--- src/rtl/exibidor_sequencia.sv ---
// exibidor_sequencia: plays the stored game sequence out to the LEDs.
// Reads the synchronous sequence ROM from address 0 up to a limit latched at
// start. Each step lights the LEDs with the stored value for T_ON cycles and
// then blanks them for T_OFF cycles. A one-cycle pronto pulse marks the end.
// Optional build macro EXIBIDOR_PAUSA_EN adds a pausa input that freezes the
// lit/dark timing while it is high.
module exibidor_sequencia #(
    parameter int T_ON  = 500,
    parameter int T_OFF = 250,
    parameter int CNT_W = 10
) (
    input  logic       clock,
    input  logic       reset,
    input  logic       iniciar,
    input  logic [3:0] limite,
`ifdef EXIBIDOR_PAUSA_EN
    input  logic       pausa,
`endif
    output logic [3:0] rom_endereco,
    input  logic [3:0] rom_dado,
    output logic [3:0] leds,
    output logic       exibindo,
    output logic       pronto,
    output logic [2:0] db_estado
);

    typedef enum logic [2:0] {
        OCIOSO     = 3'd0,
        LE_ROM     = 3'd1,
        ESPERA_ROM = 3'd2,
        ACENDE     = 3'd3,
        APAGA      = 3'd4,
        FIM        = 3'd5
    } estado_t;

    localparam logic [CNT_W-1:0] C_ON_ULTIMO  = CNT_W'(T_ON - 1);
    localparam logic [CNT_W-1:0] C_OFF_ULTIMO = CNT_W'(T_OFF - 1);

    estado_t          r_estado;
    logic [CNT_W-1:0] r_timer;
    logic [3:0]       r_limite;
    logic [3:0]       r_dado;
    logic [3:0]       r_endereco;
    logic [3:0]       r_leds;
    logic             r_exibindo;
    logic             r_pronto;
    logic             w_pausa;

`ifdef EXIBIDOR_PAUSA_EN
    assign w_pausa = pausa;
`else
    assign w_pausa = 1'b0;
`endif

    // Sequencer FSM: state, step timer, address and all registered outputs.
    // NOTE: every register here uses <= so all updates see pre-edge values;
    // the async reset clears every register, including data and limit latches.
    always_ff @(posedge clock or negedge reset) begin
        if (!reset) begin
            r_estado   <= OCIOSO;
            r_timer    <= '0;
            r_limite   <= '0;
            r_dado     <= '0;
            r_endereco <= '0;
            r_leds     <= '0;
            r_exibindo <= 1'b0;
            r_pronto   <= 1'b0;
        end else begin
            r_pronto <= 1'b0;
            case (r_estado)
                OCIOSO: begin
                    if (iniciar) begin
                        r_endereco <= '0;
                        r_limite   <= limite;
                        r_exibindo <= 1'b1;
                        r_estado   <= LE_ROM;
                    end
                end
                // ROM registers the address on the edge leaving this state.
                LE_ROM: r_estado <= ESPERA_ROM;
                ESPERA_ROM: begin
                    r_dado   <= rom_dado;
                    r_leds   <= rom_dado;
                    r_timer  <= '0;
                    r_estado <= ACENDE;
                end
                ACENDE: begin
                    if (!w_pausa) begin
                        if (r_timer == C_ON_ULTIMO) begin
                            r_timer  <= '0;
                            r_leds   <= '0;
                            r_estado <= APAGA;
                        end else begin
                            r_timer <= r_timer + CNT_W'(1);
                            r_leds  <= r_dado;
                        end
                    end
                end
                APAGA: begin
                    if (!w_pausa) begin
                        if (r_timer == C_OFF_ULTIMO) begin
                            r_timer <= '0;
                            // Limit compare ends the run before the address could wrap.
                            if (r_endereco == r_limite) begin
                                r_exibindo <= 1'b0;
                                r_pronto   <= 1'b1;
                                r_estado   <= FIM;
                            end else begin
                                r_endereco <= r_endereco + 4'd1;
                                r_estado   <= LE_ROM;
                            end
                        end else begin
                            r_timer <= r_timer + CNT_W'(1);
                        end
                    end
                end
                FIM: r_estado <= OCIOSO;
                // Codes 6 and 7 recover to idle with the outputs dark.
                default: begin
                    r_estado   <= OCIOSO;
                    r_leds     <= '0;
                    r_exibindo <= 1'b0;
                end
            endcase
        end
    end

    assign rom_endereco = r_endereco;
    assign leds         = r_leds;
    assign exibindo     = r_exibindo;
    assign pronto       = r_pronto;
    assign db_estado    = r_estado;

endmodule

--- config.mk ---
export PLATFORM = sky130hd
export DESIGN_NAME = exibidor_sequencia
export DESIGN_NICKNAME = d
export VERILOG_FILES = /design/src/rtl/exibidor_sequencia.sv
export SDC_FILE = /design/constraint.sdc
export NUM_CORES = 1
export LEC_CHECK = 0
export ABC_AREA = 1
export BUFFER_PORTS_ARGS = -buffer_cell sky130_fd_sc_hd__buf_2
export CAP_MARGIN = 20
export CORE_UTILIZATION = 50
export DETAILED_ROUTE_END_ITERATION = 12
export GPL_TIMING_DRIVEN = 0
export PLACE_DENSITY = 0.71
export SLEW_MARGIN = 20
export SYNTH_ARGS = -nofsm -noshare
export SYNTH_HDL_FRONTEND = slang
export SYNTH_SLANG_ARGS = --single-unit
--- constraint.sdc ---
create_clock -name clock -period 2.6 [get_ports clock]
set_clock_uncertainty 0.15 [all_clocks]
set_input_delay 0.52 -clock clock [delete_from_list [all_inputs] [get_ports clock]]
set_output_delay 0.52 -clock clock [all_outputs]
set_load 0.02 [all_outputs]
==> summary.md, run 1 <==
| Metric | Value |
|---|---|
| Status | `finished clean` |
| RR Endpoint | `r_timer[7]` |
| Crit end category | `primary output` |
| Vias in the first global route | `1178` |
| DP Area | `1820 µm²` |
| Syn Area/Cell | `8.15 µm²` |
| Antenna violations before repair | `0` |
| Synth Register Bits | `31` |
| DR vias | `1348` |
| GRT Residual Overflow | `0` |
| Ant diodes | `0` |
| Iter 0 DRT Violations | `64` |
| Setup TNS | `0 ns` |
| Commonest cells in the synthesized netlist | `nand2_1, dfrtp_1, inv_1, nand3_1, nor2_1` |
| Cells after Synth | `202` |
| # placed instances | `269` |
| R2R cell count | `8` |
| Final setup viols | `0` |
| Ports | `24` |
| Max Slew Vio Count | `0` |
| Largest net degree at the start of global routing | `32` |
| Slowest CP cell | `dfrtp_1` |
| WL final | `2940 µm` |
| CP Class | `register to primary output` |
| Dpl ws | `1.02 ns` |
| Tcrit/Tclk final | `64.2%` |
| Die H | `59.4 µm` |
| Most numerous cell in the Yosys netlist | `nand2_1` |
| Synth async-reset ratio | `100%` |
| Cell Area, Synth | `1650 µm²` |
| 1st-pass router iterations | `4` |
| Input/output buffers | `23` |
| Syn_nets | `216` |
| Area Overhead vs Synth | `13.4%` |
| Routability congestion estimate | `0.806` |
| Clock Path Buffers | `2` |
| Max stage delay on crit path | `0.46 ns` |
| Die ar. | `3520 µm²` |
| Worst Setup SP | `db_estado[1]` |
| Share of cells above drive strength 1 | `21.5%` |
| Synth warn | `0` |
| Yosys top cell area share | `47.1%` |
| Yosys cell types | `26` |
| CP Max Fanout | `7` |
| Worst EP required | `1.93 ns` |
| Skew-Pair Late Insertion Delay | `0.34 ns` |
| Leakage | `0.987 nW` |
| H-tree lvl count | `2` |
| Root Buffer | `clkbuf_4` |
| DR vias/cell | `4.87` |
| CP bufs+invs | `1` |
| Worst ir drop on vdd | `0.607 mV` |
| Ranking of synthesized cells by area | `dfrtp_1, nand2_1, nand3_1` |
| Nets@finish | `246` |
| Die width | `59.4 µm` |
| Post-Layout Inst Area | `1870 µm²` |
| First-pass GRT wire length | `5060 µm` |
| PnR worst setup slack | `0.930 ns` |
| Min Tclk post-route | `1.67 ns` |
| Worst R2R Start | `db_estado[0]` |
| Max-slew headroom | `56.0%` |
| Post-cts hold buffer count | `0` |
| Power Dens Cells | `986 nW/µm²` |
| Number of setup buffers added after CTS | `0` |
| Final Core Density | `60.6%` |
| Hpwl dp | `2240 µm` |
| Worst-Margin Slew | `0.660 ns` |
| FP Rows | `20` |
| Hold Fails Final Rpt | `0` |
| Non-Filler Instances | `277` |
| Critical Path AT | `1.00 ns` |
| Post-synth EDFFs | `0` |
| CTS Buf Count | `5` |
| Crit-path leading delay family | `flip-flops` |
| Cts repair resizes | `0` |
| Sequential fraction of the synthesis area | `47.1%` |
| Hold/Removal Path Class | `input pin to asynchronous set/reset pin` |
| Max Clk Rate | `599 MHz` |
| Initial Util | `53.5%` |
| RSZ-0062 raised after global routing | `no` |
| # DRC | `0` |
| Post-DRT Antenna Nets | `0` |
| Max-cap viol count | `0` |
| CP Launch Type | `register` |
| Synth area leader | `dfrtp_1` |
| Synth Flop Type | `dfrtp_1` |
| Core Area | `3080 µm²` |
| R2r setup slk | `0.99 ns` |
| WL per Instance | `10.6 µm` |
| Sink Count | `31` |
| Critical-path cell list | `buf_2` |
| Gr usage total | `19.9%` |
| Clock Pin Slew Worst Setup and Hold Paths | `0.10 ns` |
| CTS tree | `built` |
-- layer usage --
layer | vias up | global-route usage (%) | wire length [µm]
li1 | 705 | - | -
met1 | 618 | 27.3 | 1470
met2 | 20 | 28.3 | 1310
met3 | 5 | 4.59 | 107
met4 | 0 | 12.2 | 52
met5 | - | 0 | 0
-- worst max-delay path by stage --
stage                      end  slack, ns  cells after the start
4_1_cts           db_estado[1]       0.91                      1
2_1_floorplan  rom_endereco[0]       1.10                      8
3_3_place_gp          exibindo       1.03                      9
6_report          db_estado[1]       0.93                      1
3_5_place_dp          exibindo       1.02                      9
5_1_grt               exibindo       0.86                      9
-- stage by stage --
stage          power (mW)  hold slack [ns]
6_report             1.84           0.0513
5_1_grt              2.00           0.0974
4_1_cts              1.87           0.0627
3_5_place_dp         1.59            0.306
3_3_place_gp         1.57            0.306
2_1_floorplan        1.36           0.0744
-- flip-flops by register name (all words and copies together) (netlist names) --
name          flops
db_estado         3
exibindo          1
rom_endereco      4
r_timer          10
r_limite          4
r_dado            4
pronto            1
leds              4
-- power by group --
part / leakage (nW) / total (mW) / switching [mW] / internal, mW
registers: 0.398 / 0.754 / 0.120 / 0.635
clock network: 0.0293 / 0.265 / 0.160 / 0.105
logic: 0.560 / 0.820 / 0.556 / 0.264
total: 0.987 / 1.84 / 0.835 / 1.00
-- cells in the final DEF (no fill, tap or decap) --
| cell | Yosys | layout |
|---|---|---|
| inv_1 | 24 | 24 |
| nor3_1 | 2 | 2 |
| clkbuf_4 | 0 | 5 |
| nand3_4 | 1 | 1 |
| clkbuf_1 | 0 | 2 |
| clkinv_2 | 0 | 1 |
| xnor2_1 | 1 | 1 |
| xor2_1 | 7 | 7 |
| o21ai_1 | 3 | 3 |
| nor2_8 | 1 | 1 |
| o22ai_1 | 4 | 4 |
| a21oi_4 | 1 | 1 |
| nand3_2 | 1 | 1 |
| nand2_2 | 4 | 4 |
| inv_2 | 3 | 3 |
| o21ai_0 | 3 | 3 |
| nor2_4 | 1 | 1 |
| dfrtp_1 | 31 | 31 |
| ha_1 | 3 | 3 |
| o311ai_0 | 1 | 1 |
| nor2_2 | 4 | 4 |
| nand4_1 | 1 | 1 |
| inv_4 | 1 | 1 |
| nand2_1 | 64 | 64 |
| o21ai_2 | 2 | 2 |
| a21oi_1 | 5 | 5 |
| nand2_4 | 2 | 2 |
| nand3_1 | 19 | 19 |
| buf_2 | 0 | 23 |
| nor2_1 | 13 | 13 |
-- cell families after synthesis --
kind of cell | after synthesis | share of synthesized area (%)
fa+ha+maj | 3 | 2.28
compound gates | 19 | 7.45
buf+inv | 28 | 6.54
xor+xnor | 8 | 4.26
flops | 31 | 47.1
simple gates | 113 | 32.3
-- cell type report --
cell class,count,area (µm²)
inverter,28,108
tap,44,55.1
sequential,31,776
clock buffer,7,45.0
timing repair buffer,23,115
clock inverter,1,5.00
multi-input combinational,143,762
fill,304,1210
Power figures use the tool's default switching activity.
==> run 2, diff against run 1 <==
--- a/config.mk
+++ b/config.mk
@@ -5,13 +5,13 @@
 export SDC_FILE = /design/constraint.sdc
 export NUM_CORES = 1
 export LEC_CHECK = 0
-export ABC_AREA = 1
+export ABC_AREA = 0
 export BUFFER_PORTS_ARGS = -buffer_cell sky130_fd_sc_hd__buf_2
 export CAP_MARGIN = 20
 export CORE_UTILIZATION = 50
 export DETAILED_ROUTE_END_ITERATION = 12
 export GPL_TIMING_DRIVEN = 0
-export PLACE_DENSITY = 0.71
+export PLACE_DENSITY = 0.74
 export SLEW_MARGIN = 20
 export SYNTH_ARGS = -nofsm -noshare
 export SYNTH_HDL_FRONTEND = slang
==> constraint.sdc (replaced) <==
create_clock -name clock -period 1.42 [get_ports clock]
set_clock_uncertainty 0.15 [all_clocks]
set_input_delay 0.284 -clock clock [delete_from_list [all_inputs] [get_ports clock]]
set_output_delay 0.284 -clock clock [all_outputs]
set_load 0.02 [all_outputs]
==> summary.md, run 2 <==
| Metric | Value |
|---|---|
| Sequential fraction of the synthesis area | `48.0% (+0.80 points)` |
| Max Clk Rate | `520 MHz` |
| Synth area leader | `dfrtp_1` |
| Ant diodes | `0 (unchanged)` |
| Non-Filler Instances | `252 (-9.0%)` |
| DR vias | `1404 (+4.2%)` |
| DP Area | `1830 µm² (+0.69%)` |
| Worst hold path stage count | `2` |
| Gr usage total | `25.9% (+6.0 points)` |
| Hpwl dp | `2220 µm (-1.1%)` |
| Commonest non-fill, non-tap cell in the layout | `dfrtp_1` |
| Hold Fails Final Rpt | `0 (unchanged)` |
| Failing checks | `setup timing` |
| Max-cap viol count | `0 (unchanged)` |
| Power Dens Cells | `2030 nW/µm² (+110%)` |
| Post-Synth XOR/XNOR Area | `3.79% (-0.47 points)` |
| Yosys cell types | `39 (+50%)` |
| First-pass GRT wire length | `6470 µm (+28%)` |
| Max-slew headroom | `53.6% (-2.4 points)` |
| Max reg flops | `10 (unchanged)` |
| Final setup viols | `33 (+33)` |
| Worst ir drop on vdd | `0.974 mV (+60%)` |
| Min Tclk post-route | `1.92 ns` |
| RR Endpoint | `r_timer[9]` |
| Input/output buffers | `23 (unchanged)` |
| Largest Register | `r_timer` |
| WL final | `4130 µm (+41%)` |
| GRT Residual Overflow | `0 (unchanged)` |
| Syn_nets | `160 (-26%)` |
| RSZ-0062 raised after global routing | `yes` |
| Share of cells above drive strength 1 | `51.4% (+30 points)` |
| Clock Path Buffers | `2 (unchanged)` |
| Synth warn | `0 (unchanged)` |
| Routability congestion estimate | `0.805 (-0.14%)` |
| CTS tree | `built` |
| Initial Util | `53.0% (-0.46 points)` |
| Cell Area, Synth | `1620 µm² (-1.7%)` |
| Synth Flop Type | `dfrtp_1` |
| Most frequent cells in the layout | `dfrtp_1, buf_4, buf_2` |
| Mux contribution to synthesized area | `6.26% (+6.3 points)` |
| FP Rows | `20 (unchanged)` |
| Worst-Margin Slew | `0.696 ns (+0.0359 ns)` |
| Iter 0 DRT Violations | `77 (+20%)` |
| Post-synth EDFFs | `0 (unchanged)` |
| R2r setup slk | `-0.50 ns (-1.49 ns)` |
| Most numerous cell in the Yosys netlist | `dfrtp_1` |
| Largest net degree at the start of global routing | `32 (unchanged)` |
| Antenna violations before repair | `0 (unchanged)` |
| Compound-Gate Fraction of Synth Area | `16.3% (+8.9 points)` |
| Commonest cells in the synthesized netlist | `dfrtp_1, nand2_1, nor2_1, mux2_1, a31oi_1` |
| Max Slew Vio Count | `0 (unchanged)` |
| CP Launch Type | `register` |
| Ports | `24 (unchanged)` |
| Status | `finished, violations left` |
| 1st-pass router iterations | `4 (unchanged)` |
| Leakage | `1.04 nW (+5.5%)` |
| Worst EP required | `1.49 ns (-0.44 ns)` |
| Post-DRT Antenna Nets | `0 (unchanged)` |
| Vias in the first global route | `1363 (+16%)` |
| WL per Instance | `16.4 µm (+55%)` |
| Die ar. | `3470 µm² (-1.6%)` |
| Syn Area/Cell | `11.1 µm² (+36%)` |
| PnR worst setup slack | `-0.504 ns (-1.43 ns)` |
| DR vias/cell | `5.57 (+14%)` |
| H-tree lvl count | `2 (unchanged)` |
| Dpl ws | `-0.649 ns (-1.67 ns)` |
| Worst Hold Margin | `0.0209 ns (-0.0304 ns)` |
| Worst Setup EP | `r_timer[9]` |
| Worst R2R Start | `r_timer[1]` |
| Yosys top cell area share | `48.0% (+0.80 points)` |
| Post-Layout Inst Area | `2300 µm² (+23%)` |
| Skew-Pair Late Insertion Delay | `0.34 ns (about the same)` |
| Clock Pin Slew Worst Setup and Hold Paths | `0.10 ns (about the same)` |
| Synth Register Bits | `31 (unchanged)` |
| Critical-path cell list | `inv_2 -> ha_1 -> and3b_2 -> and3_4 -> o32ai_4 -> buf_12 -> a21o_1 -> a22o_1` |
| CTS Buf Count | `5 (unchanged)` |
| Synth async-reset ratio | `100% (unchanged)` |
| # placed instances | `213 (-21%)` |
| Tcrit/Tclk final | `136%` |
| Ranking of synthesized cells by area | `dfrtp_1, mux2_1, nand2_1` |
| Adder-Cell Fraction of Synth Area | `2.32% (+0.039 points)` |
| Worst Setup SP | `r_timer[1]` |
| Cells after Synth | `146 (-28%)` |
| Core Area | `3050 µm² (-0.81%)` |
| R2R cell count | `8 (unchanged)` |
| Sink Count | `31 (unchanged)` |
| Die H | `58.9 µm (-0.82%)` |
| Nets@finish | `221 (-10%)` |
| Simple logic cell fraction of the synthesized area | `20.3% (-12 points)` |
| CP Max Fanout | `7 (unchanged)` |
| Max stage delay on crit path | `0.42 ns (-0.04 ns)` |
| CP Class | `register to register` |
| Root Buffer | `clkbuf_4` |
| Hold/Removal Path Class | `input pin to register` |
| Main combinational cell family by area after synthesis | `simple AND/OR/NAND/NOR gates` |
| Die width | `58.9 µm (-0.82%)` |
| # DRC | `0 (unchanged)` |
| Area Overhead vs Synth | `42.0%` |
| Slowest CP cell | `dfrtp_1` |
| Critical Path AT | `1.99 ns (+0.99 ns)` |
| Crit end category | `register` |
run 2: cell types whose count changed after synthesis, sizes merged, moves of 4 or more:
cell   delta
o21ai     -5
nor2      -5
a221o     +4
a31oi     +7
mux2      +9
inv      -22
nand2    -56
a22o      +4
nand3    -16
and2      +5
run 2: worst min path at each step:
| stage | from | to | slack (ns) |
|---|---|---|---|
| CTS | limite[3] | r_limite[3] | 0.007 |
| detailed placement | reset | leds[0] | 0.22 |
| floorplan | reset | db_estado[0] | -0.16 |
| finish | limite[3] | r_limite[3] | 0.02 |
| global placement | reset | leds[0] | 0.21 |
| global route | limite[3] | r_limite[3] | 0.003 |
run 2: per-stage QoR:
stage	TNS (ns)	utilization, %	power, mW
6_report	-11.79	75.2	4.67
5_1_grt	-14.01	75.2	4.93
4_1_cts	-10.52	71.4	4.37
3_5_place_dp	-12.13	59.9	3.17
3_3_place_gp	-11.06	59.9	3.10
2_1_floorplan	-7.98	-	2.74
run 2: per-layer routing:
metal  track usage [%]  part of all wire [%]  up-vias
met3              6.59                   5.5        9
met5                 0                     0        -
met4              11.6                   1.8        0
met1              30.9                    40      685
li1                  -                     -      652
met2              44.0                    53       58
run 2: kinds of logic after synthesis:
group                    count (synthesis)
AO/OA/AOI/OAI                           33
XOR/XNOR                                 7
adder cells (fa/ha/maj)                  3
buffers and inverters                    9
flip-flops                              31
multiplexers                             9
AND/OR/NAND/NOR                         54
run 2: critical path, delay by kind of cell (launching register included):
family	cells	cell delay [ns]
flip-flops	1	0.42
AND/OR/NAND/NOR	2	0.46
buffers and inverters	2	0.23
AO/OA/AOI/OAI	3	0.42
adder cells (fa/ha/maj)	1	0.13
run 2: where the power goes:
group / total, mW / switching (mW) / leakage [nW] / internal (mW)
Clock: 0.541 / 0.301 / 0.0353 / 0.240
Sequential: 1.49 / 0.289 / 0.388 / 1.20
Combinational: 2.64 / 1.29 / 0.618 / 1.35
run 2: what timing repair did:
item	CTS	global route
resized for setup	30	15
setup buffers	21	10
hold buffers	1	0
endpoints found under the hold margin	31	0
setup endpoints to repair	35	35
gates cloned	1	0
pin swaps	11	6
run 2: final cells by class:
type | instances | area, µm²
Clock inverter | 1 | 5.00
Timing Repair Buffer | 54 | 408
Tap cell | 44 | 55.1
Inverter | 6 | 25.0
Multi-Input combinational cell | 106 | 933
Buffer | 3 | 31.3
Clock buffer | 7 | 55.1
Sequential cell | 31 | 785
Fill cell | 207 | 756
